--- src/rtl/fp_mul_collect_pkg.sv ---
// Class flag definitions shared by the half-precision multiplier and its collector.
package fp_mul_collect_pkg;

  localparam int unsigned NTYPES = 6;

  localparam int unsigned SNAN      = 0;
  localparam int unsigned QNAN      = 1;
  localparam int unsigned INFINITY  = 2;
  localparam int unsigned ZERO      = 3;
  localparam int unsigned SUBNORMAL = 4;
  localparam int unsigned NORMAL    = 5;

endpackage

--- src/rtl/fp_mul_collect_fp_sync_fifo.sv ---
// Synchronous valid/ready FIFO with occupancy output; storage is not reset.
module fp_sync_fifo #(
  parameter int unsigned W     = 16,
  parameter int unsigned DEPTH = 4
) (
  input  logic                       clk,
  input  logic                       rst,
  input  logic                       in_valid,
  output logic                       in_ready,
  input  logic [W-1:0]               in_data,
  output logic                       out_valid,
  input  logic                       out_ready,
  output logic [W-1:0]               out_data,
  output logic [$clog2(DEPTH):0]     level
);

  localparam int unsigned AW = $clog2(DEPTH);
  localparam int unsigned LW = AW + 1;

  logic [W-1:0]  mem_q [DEPTH];
  logic [AW-1:0] wr_q, wr_d;
  logic [AW-1:0] rd_q, rd_d;
  logic [LW-1:0] level_q, level_d;
  logic          push, pop;

  // Handshake derives only from registered occupancy, so a pop never frees a slot same-cycle.
  assign in_ready  = (level_q != LW'(DEPTH));
  assign out_valid = (level_q != '0);
  assign push      = in_valid && in_ready;
  assign pop       = out_valid && out_ready;
  assign out_data  = out_valid ? mem_q[rd_q] : '0;
  assign level     = level_q;

  always_comb begin
    wr_d    = wr_q;
    rd_d    = rd_q;
    level_d = level_q;
    if (push) wr_d = wr_q + AW'(1);
    if (pop)  rd_d = rd_q + AW'(1);
    if (push && !pop)      level_d = level_q + LW'(1);
    else if (pop && !push) level_d = level_q - LW'(1);
  end

  always_ff @(posedge clk or posedge rst) begin
    if (rst) begin
      wr_q    <= '0;
      rd_q    <= '0;
      level_q <= '0;
    end else begin
      wr_q    <= wr_d;
      rd_q    <= rd_d;
      level_q <= level_d;
    end
  end

  always_ff @(posedge clk) begin
    if (push) mem_q[wr_q] <= in_data;
  end

endmodule

--- src/rtl/fp_mul_collect.sv ---
// Registers multiplier products into a FIFO and keeps sticky class status and a NaN counter.
// Define FP_COLLECT_FTZ_EN to flush subnormal products to signed zero on capture.
module fp_mul_collect
  import fp_mul_collect_pkg::*;
#(
  parameter int unsigned NEXP  = 5,
  parameter int unsigned NSIG  = 10,
  parameter int unsigned DEPTH = 4,
  parameter int unsigned CNTW  = 8
) (
  input  logic                     clk,
  input  logic                     rst,
  input  logic                     in_valid,
  output logic                     in_ready,
  input  logic [NEXP+NSIG:0]       in_p,
  input  logic [NTYPES-1:0]        in_flags,
  output logic                     out_valid,
  input  logic                     out_ready,
  output logic [NEXP+NSIG:0]       out_p,
  output logic [NTYPES-1:0]        out_flags,
  input  logic                     clr_sticky,
  output logic [NTYPES-1:0]        sticky_flags,
  output logic [CNTW-1:0]          nan_count,
  output logic [$clog2(DEPTH):0]   level
);

  localparam int unsigned PW = NEXP + NSIG + 1;
  localparam int unsigned EW = PW + NTYPES;

  logic [PW-1:0]     st_p;
  logic [NTYPES-1:0] st_f;
  logic [NTYPES-1:0] sticky_q, sticky_d;
  logic [CNTW-1:0]   nan_q, nan_d;
  logic              push, nan_hit;
  logic [EW-1:0]     head;

  always_comb begin
    st_p = in_p;
    st_f = in_flags;
`ifdef FP_COLLECT_FTZ_EN
    if (in_flags[SUBNORMAL]) begin
      st_p       = {in_p[PW-1], {(PW-1){1'b0}}};
      st_f       = '0;
      st_f[ZERO] = 1'b1;
    end
`endif
  end

  fp_sync_fifo #(
    .W     (EW),
    .DEPTH (DEPTH)
  ) u_fifo (
    .clk       (clk),
    .rst       (rst),
    .in_valid  (in_valid),
    .in_ready  (in_ready),
    .in_data   ({st_p, st_f}),
    .out_valid (out_valid),
    .out_ready (out_ready),
    .out_data  (head),
    .level     (level)
  );

  assign out_p     = head[EW-1:NTYPES];
  assign out_flags = head[NTYPES-1:0];

  assign push    = in_valid && in_ready;
  assign nan_hit = st_f[SNAN] || st_f[QNAN];

  // Clear applies first, then the coinciding push contributes.
  always_comb begin
    sticky_d = clr_sticky ? '0 : sticky_q;
    nan_d    = clr_sticky ? '0 : nan_q;
    if (push) begin
      sticky_d = sticky_d | st_f;
      if (nan_hit && (nan_d != '1)) nan_d = nan_d + CNTW'(1);
    end
  end

  always_ff @(posedge clk or posedge rst) begin
    if (rst) begin
      sticky_q <= '0;
      nan_q    <= '0;
    end else begin
      sticky_q <= sticky_d;
      nan_q    <= nan_d;
    end
  end

  assign sticky_flags = sticky_q;
  assign nan_count    = nan_q;

endmodule

--- config.mk ---
export PLATFORM = sky130hd
export DESIGN_NAME = fp_mul_collect
export DESIGN_NICKNAME = d
export VERILOG_FILES = /design/src/rtl/fp_mul_collect_pkg.sv /design/src/rtl/fp_mul_collect_fp_sync_fifo.sv /design/src/rtl/fp_mul_collect.sv
export SDC_FILE = /design/constraint.sdc
export NUM_CORES = 1
export LEC_CHECK = 0
export CORE_MARGIN = 5
export CORE_UTILIZATION = 53
export DETAILED_ROUTE_END_ITERATION = 10
export PLACE_DENSITY_LB_ADDON = 0.25
export RECOVER_POWER = 50
export SLEW_MARGIN = 10
export SYNTH_ARGS = -nofsm -noshare
export SYNTH_HDL_FRONTEND = slang
export SYNTH_SLANG_ARGS = --single-unit
export TNS_END_PERCENT = 5
--- constraint.sdc ---
create_clock -name clk -period 2.7 [get_ports clk]
set_input_delay 0.405 -clock clk [delete_from_list [all_inputs] [get_ports clk]]
set_output_delay 0.405 -clock clk [all_outputs]
set_load 0.02 [all_outputs]
### Word level (Yosys, flattened, before mapping)

Memories as Yosys holds them, arrays and structs flattened.
Index checks and enable logic that the tools add are counted.

* output and inout bits: 41
* register bits: 21
* word-level logic and storage cells: 34
* memories: 1
* memory bits (writable): 88

* bitwise gates (word level): 1
* equality and inequality tests: 2
* reduce and logical (&&, ||, !) cells: 10
* add/subtract/negate cells: 5
* multiplexer cells: 10

Memory list
* u_fifo.mem_q: depth 4, width 22, read ports 1, clocked after memory_dff 0, write ports 1, line fp_mul_collect_fp_sync_fifo.sv:20 `logic [W-1:0] mem_q [DEPTH];`

Operators by type and width (number)
* 8-bit two-way mux: 3
* 22-bit two-way mux: 1
* 6-bit two-way mux: 2
* 8-bit by 1-bit adder with 8-bit output (second input constant): 1
* 8-bit != test (second input constant): 1
* 3-bit two-way mux: 2
* 6-bit bitwise OR: 1
* 1-bit logical AND: 5
* 2-bit by 1-bit adder with 2-bit output (second input constant): 2
* 3-bit by 1-bit adder with 3-bit output (second input constant): 1
* 3-bit != test (second input constant): 1
* 3-bit nonzero test: 1
* 3-bit by 1-bit subtractor with 3-bit output (second input constant): 1
* 1-bit zero test: 2
* 1-bit two-way mux: 2
* 2-bit nonzero test: 1
* 1-bit logical OR: 1

### Longest topological paths before layout

* depth after elaboration: 6
* depth in mapped cells: 10

### By module

A second synthesis with hierarchy kept.

* cells, all modules: 245
* area, all modules: 4475.5 sq um

Modules (own cells, without submodules)
* fp_sync_fifo: times used 1, cells each 176, area an instance 3773.6 sq um, seq. area each 2817.7 sq um
* fp_mul_collect: times used 1, cells each 69, area an instance 701.9 sq um, seq. area each 350.3 sq um

### Worst setup path before layout

No wires, ideal clock.

* path kind: register to register
* from: reg u_fifo.level_q[0], in the netlist u_fifo.level[0]
* to: reg u_fifo.level_q[1], in the netlist u_fifo.level[1]
* clock period less this slack: 2.461 ns
* path buffers: 2
* required time: 2.575 ns
* arrival time: 2.336 ns
* slack: 0.239 ns
* cell stages (with the launch flop): 9
* path through: dfrtp_1 > or3b_1 > buf_2 > and2_1 > clkbuf_1 > ha_1 > inv_1 > fa_1 > mux2_2

RTL lines
* start: declaration: line fp_mul_collect_fp_sync_fifo.sv:23 `logic [LW-1:0] level_q, level_d;`
* start signal: assignment: line fp_mul_collect_fp_sync_fifo.sv:52 `level_q <= level_d;`
* 3-bit != test: line fp_mul_collect_fp_sync_fifo.sv:27 `assign in_ready = (level_q != LW'(DEPTH));`
* named net in_ready: line fp_mul_collect.sv:14 `output logic in_ready,`
* 1-bit logical AND: line fp_mul_collect_fp_sync_fifo.sv:29 `assign push = in_valid && in_ready;`
* 1-bit logical AND: line fp_mul_collect_fp_sync_fifo.sv:40 `if (push && !pop) level_d = level_q + LW'(1);`
* 3-bit two-way mux: line fp_mul_collect_fp_sync_fifo.sv:40
* named net u_fifo.level_d[1]: line fp_mul_collect_fp_sync_fifo.sv:23

The timed path passes the listed nets, and every way through them passes these cells. The select of a mux whose other input is x is not followed.
A chain may end at the register's enable or synchronous reset.

### Worst setup path in the final report

* from: reg u_fifo.rd_q[0]
* to: out out_p[6]

* cells in the longest elaborated chain, start to end: 2

RTL lines
* start: declaration: line fp_mul_collect_fp_sync_fifo.sv:22 `logic [AW-1:0] rd_q, rd_d;`
* start signal: assignment: line fp_mul_collect_fp_sync_fifo.sv:51 `rd_q <= rd_d;`
* memory 4 x 22 bit
* 22-bit two-way mux: line fp_mul_collect_fp_sync_fifo.sv:31 `assign out_data = out_valid ? mem_q[rd_q] : '0;`
* end: declaration: line fp_mul_collect.sv:19 `output logic [NEXP+NSIG:0] out_p,`

Every way passes these cells.

==> metrics.md <==
| Metric | Value |
|---|---|
| Congestion Overflow GR | `0` |
| Final clock skew | `about 9 ps` |
| CP Data Required Time | `~2300 ps` |
| Die Height | `101.0 µm` |
| Leak pwr | `approximately 2.1 nW` |
| Vias per cell | `~5.5` |
| Worst setup path startpoint | `u_fifo.rd_q[0]$_DFFE_PP0P_` |
| Routed wire length per instance | `a little under 20 µm` |
| Leading post-synthesis cells by cell area | `sky130_fd_sc_hd__edfxtp_1, sky130_fd_sc_hd__dfrtp_1, sky130_fd_sc_hd__mux4_2, sky130_fd_sc_hd__and2_1, sky130_fd_sc_hd__ha_1` |
| Count of maximum capacitance violations | `0` |
| # clock sinks | `approximately 110` |
| DRT iter0 DRCs | `roughly 130` |
| Area share of the leading cell type in the synthesized netlist | `around three fifths` |
| First-pass GRT wire length | `13180 µm` |
| # Post-CTS Setup Buffers | `0` |
| Top cell type by total area after synthesis | `sky130_fd_sc_hd__edfxtp_1` |
| Tightest slew margin relative to the limit | `45.61%` |
| Warnings from Yosys | `0` |
| Synth cell count leaders | `sky130_fd_sc_hd__edfxtp_1, sky130_fd_sc_hd__and2_1, sky130_fd_sc_hd__mux4_2, sky130_fd_sc_hd__dfrtp_1, sky130_fd_sc_hd__nand2_1` |
| Reg-to-reg startpoint | `u_fifo.level[0]$_DFFE_PP0P_` |
| Width of the die | `around 100 µm` |
| Skew-Pair Late Insertion Delay | `~350 ps` |
| Final setup vio count | `0` |
| Routed wire length | `around 8300 µm` |
| Worst ir drop on vdd | `0.7241 mV` |
| Number of vias in the routed layout | `between 2000 and 2500` |
| Proportion of synthesized flip-flops having asynchronous set or reset | `between 10% and 20%` |
| Type of the most critical hold path | `register to register` |
| Overall Power | `roughly 5.6 mW` |
| Hold violation count in the final report | `0` |
| Antenna diode count | `0` |
| Hold path startpoint | `u_fifo.level[2]$_DFFE_PP0P_` |
| Total internal power | `~3.8 mW` |
| Register area share after synthesis | `between 70 and 80%` |
| Switching component of the power | `1.869 mW` |
| Number of global-route vias before repair | `2511` |
| Switching Share | `between 30 and 40%` |
| I/O pin count | `approximately 70` |
| CTS Hold Bufs | `0` |
| Detailed-route DRC error count | `0` |
| Synth-to-layout area growth | `24.87%` |
| Number of buffers created by CTS | `9` |
| Worst Path Class, Setup | `register to primary output` |
| Gate power share | `between 40% and 50%` |
| Most used standard cell by instance count after synthesis | `sky130_fd_sc_hd__edfxtp_1` |
| Post-Syn Area per Cell | `about 19 µm²` |
| Post-synth design cell area | `around 0.0044 mm²` |
| Clock input transition at the sequential cells of the worst setup and hold paths | `roughly 90 ps` |
| Max Fclk | `roughly 0.38 GHz` |
| Number of standard cells after synthesis | `235` |
| Power per cell area | `1027 mW/mm²` |
| Final sum of negative setup slack | `0 ps` |
| Portion of the clock cycle consumed by the worst path in the final layout | `just under 100%` |
| Placement row count | `33` |
| Cells resized by post-CTS repair | `0` |
| Share of cells above drive strength 1 | `16.82%` |
| Pin slew with the least headroom to its limit | `~810 ps` |
| Total count of max-transition violations in the final report | `0` |
| Post-synthesis net count | `between 200 and 300` |
| Clock network power share | `15.0%` |
| Tot GR Track Use | `between 10% and 20%` |
| Number of antenna violations at the first check in global routing | `0` |
| Dominant register cell in the synthesized netlist | `sky130_fd_sc_hd__edfxtp_1` |
| Initial core utilization | `between 50% and 60%` |
| Half-perimeter wire length after detailed placement | `around 5500 µm` |
| Core Footprint | `slightly above 0.008 mm²` |
| TritonRoute pass-1 iters | `4` |
| Crit path launch type | `register` |
| Die Area | `0.01020 mm²` |
| Total of flip-flops plus latches after synthesis | `around 110` |
| CTS tree | `yes` |
| Depth of the CTS H-tree | `3` |
| Unrepaired setup endpoints after global routing | `false` |
| Post-layout minimum cycle time | `2605 ps` |
| Run status | `finished clean` |
| Number of enable-type register cells in the synthesized netlist | `between 80 and 90` |
| Arrival @ worst endpoint | `roughly 2200 ps` |
| RePlAce Congestion | `0.8136` |
| Post-synth cell types | `36` |
| Clock tree root driver cell | `sky130_fd_sc_hd__clkbuf_8` |
| Largest net degree at the start of global routing | `26` |
| Port Buf Inserts | `67` |
| Proportion of power drawn by flip-flops and latches | `41.5%` |
| Net count reported at finish | `between 300 and 400` |
| Largest fanout on the critical path | `11` |
| Post-detailed-route count of antenna-violating nets | `0` |
| Number of buffers on the longest clock path | `2` |
| Category of the worst setup path capture point | `primary output` |
path summary, 6_finish.rpt:
kind / endpoint / depth (start not counted) / slack (ps)
min in group asynchronous: nan_count[2]$_DFF_PP0_ / 2 / 640
min: u_fifo.level[2]$_DFFE_PP0P_ / 1 / 520
min reg2reg: u_fifo.level[2]$_DFFE_PP0P_ / 1 / 520
max in group asynchronous: u_fifo.rd_q[0]$_DFFE_PP0P_ / 2 / 1490
max reg2reg: u_fifo.level[2]$_DFFE_PP0P_ / 9 / 380
max: out_p[6] / 4 / 90
kinds of logic (layout without fill, tap and decap cells):
logic type,after synthesis,count (layout),share of synthesized area (%)
xor+xnor,9,9,1.797
buf+inv,16,102,1.740
fa+ha+maj,7,7,2.168
compound gates,12,12,2.167
flops,109,109,72.22
simple gates,56,56,7.616
mux,26,26,12.29
state kept, by name, indices dropped and copies added (netlist names):
name,cells
nan_count,8
sticky_flags,6
u_fifo.level,3
u_fifo.mem_q,88
u_fifo.rd_q,2
u_fifo.wr_q,2
critical path, cell delays in order, from the launching register on:
cell and delay [ps]:
sky130_fd_sc_hd__dfrtp_2 460, sky130_fd_sc_hd__buf_12 180, sky130_fd_sc_hd__mux4_2 510, sky130_fd_sc_hd__and2_1 170, sky130_fd_sc_hd__clkdlybuf4s50_1 530
stage by stage:
stage	cells	utilization (%)	setup slack [ps]	cell area, µm²	hold WS (ps)
2_1_floorplan	235	-	239.0	4387	381.5
6_report	426	67.34	94.93	5478	516.8
3_5_place_dp	409	64.45	164.4	5243	494.9
4_1_cts	425	66.50	11.93	5409	514.3
3_3_place_gp	409	64.45	239.6	5243	496.7
5_1_grt	426	67.34	2.357	5478	539.9
routing by layer:
layer / share of wire (%) / GRT usage, % / wire (µm) / vias up
li1: - / - / - / 1070
met1: 44 / 22.89 / 3652 / 1214
met2: 51 / 28.86 / 4190 / 65
met3: 4.6 / 4.152 / 379 / 8
met4: 0.84 / 4.908 / 70 / 0
met5: 0 / 0 / 0 / -
power groups by stage:
stage / registers [mW] / clock network, mW / logic [mW]
after CTS: 2.33 / 0.866 / 2.52
final: 2.34 / 0.844 / 2.45
after floorplan: 2.39 / 0 / 1.41
after global placement: 2.35 / 0 / 2.46
after detailed placement: 2.37 / 0 / 2.51
after global routing: 2.37 / 0.955 / 2.64
cell type report:
class / count / area, µm²
multi-input cells: 110 / 1142
inverters: 5 / 18.77
fillers: 559 / 2656
well taps: 105 / 131.4
clock buffers: 9 / 123.9
repair buffers: 81 / 849.6
clock inverters: 7 / 42.54
flip-flops and latches: 109 / 3169
cells in the final DEF (no fill, tap or decap), drive strengths merged:
cell type / instances
a21oi: 2
a22o: 6
and2: 23
and2b: 3
and3: 5
and3b: 1
and4: 1
buf: 12
clkbuf: 11
clkdlybuf4s50: 25
clkinv: 6
clkinvlp: 1
dfrtp: 21
dlygate4sd3: 23
dlymetal6s2s: 19
edfxtp: 88
fa: 1
ha: 6
inv: 5
mux2: 3
mux2i: 1
mux4: 22
nand2: 8
nand3: 3
nand4: 1
nor2: 4
nor3: 2
nor3b: 1
o211ai: 1
o21ai: 1
o31ai: 2
or3: 1
or3b: 1
or4: 2
xnor2: 6
xor2: 3
No activity file was read; power rests on OpenSTA's default activity.
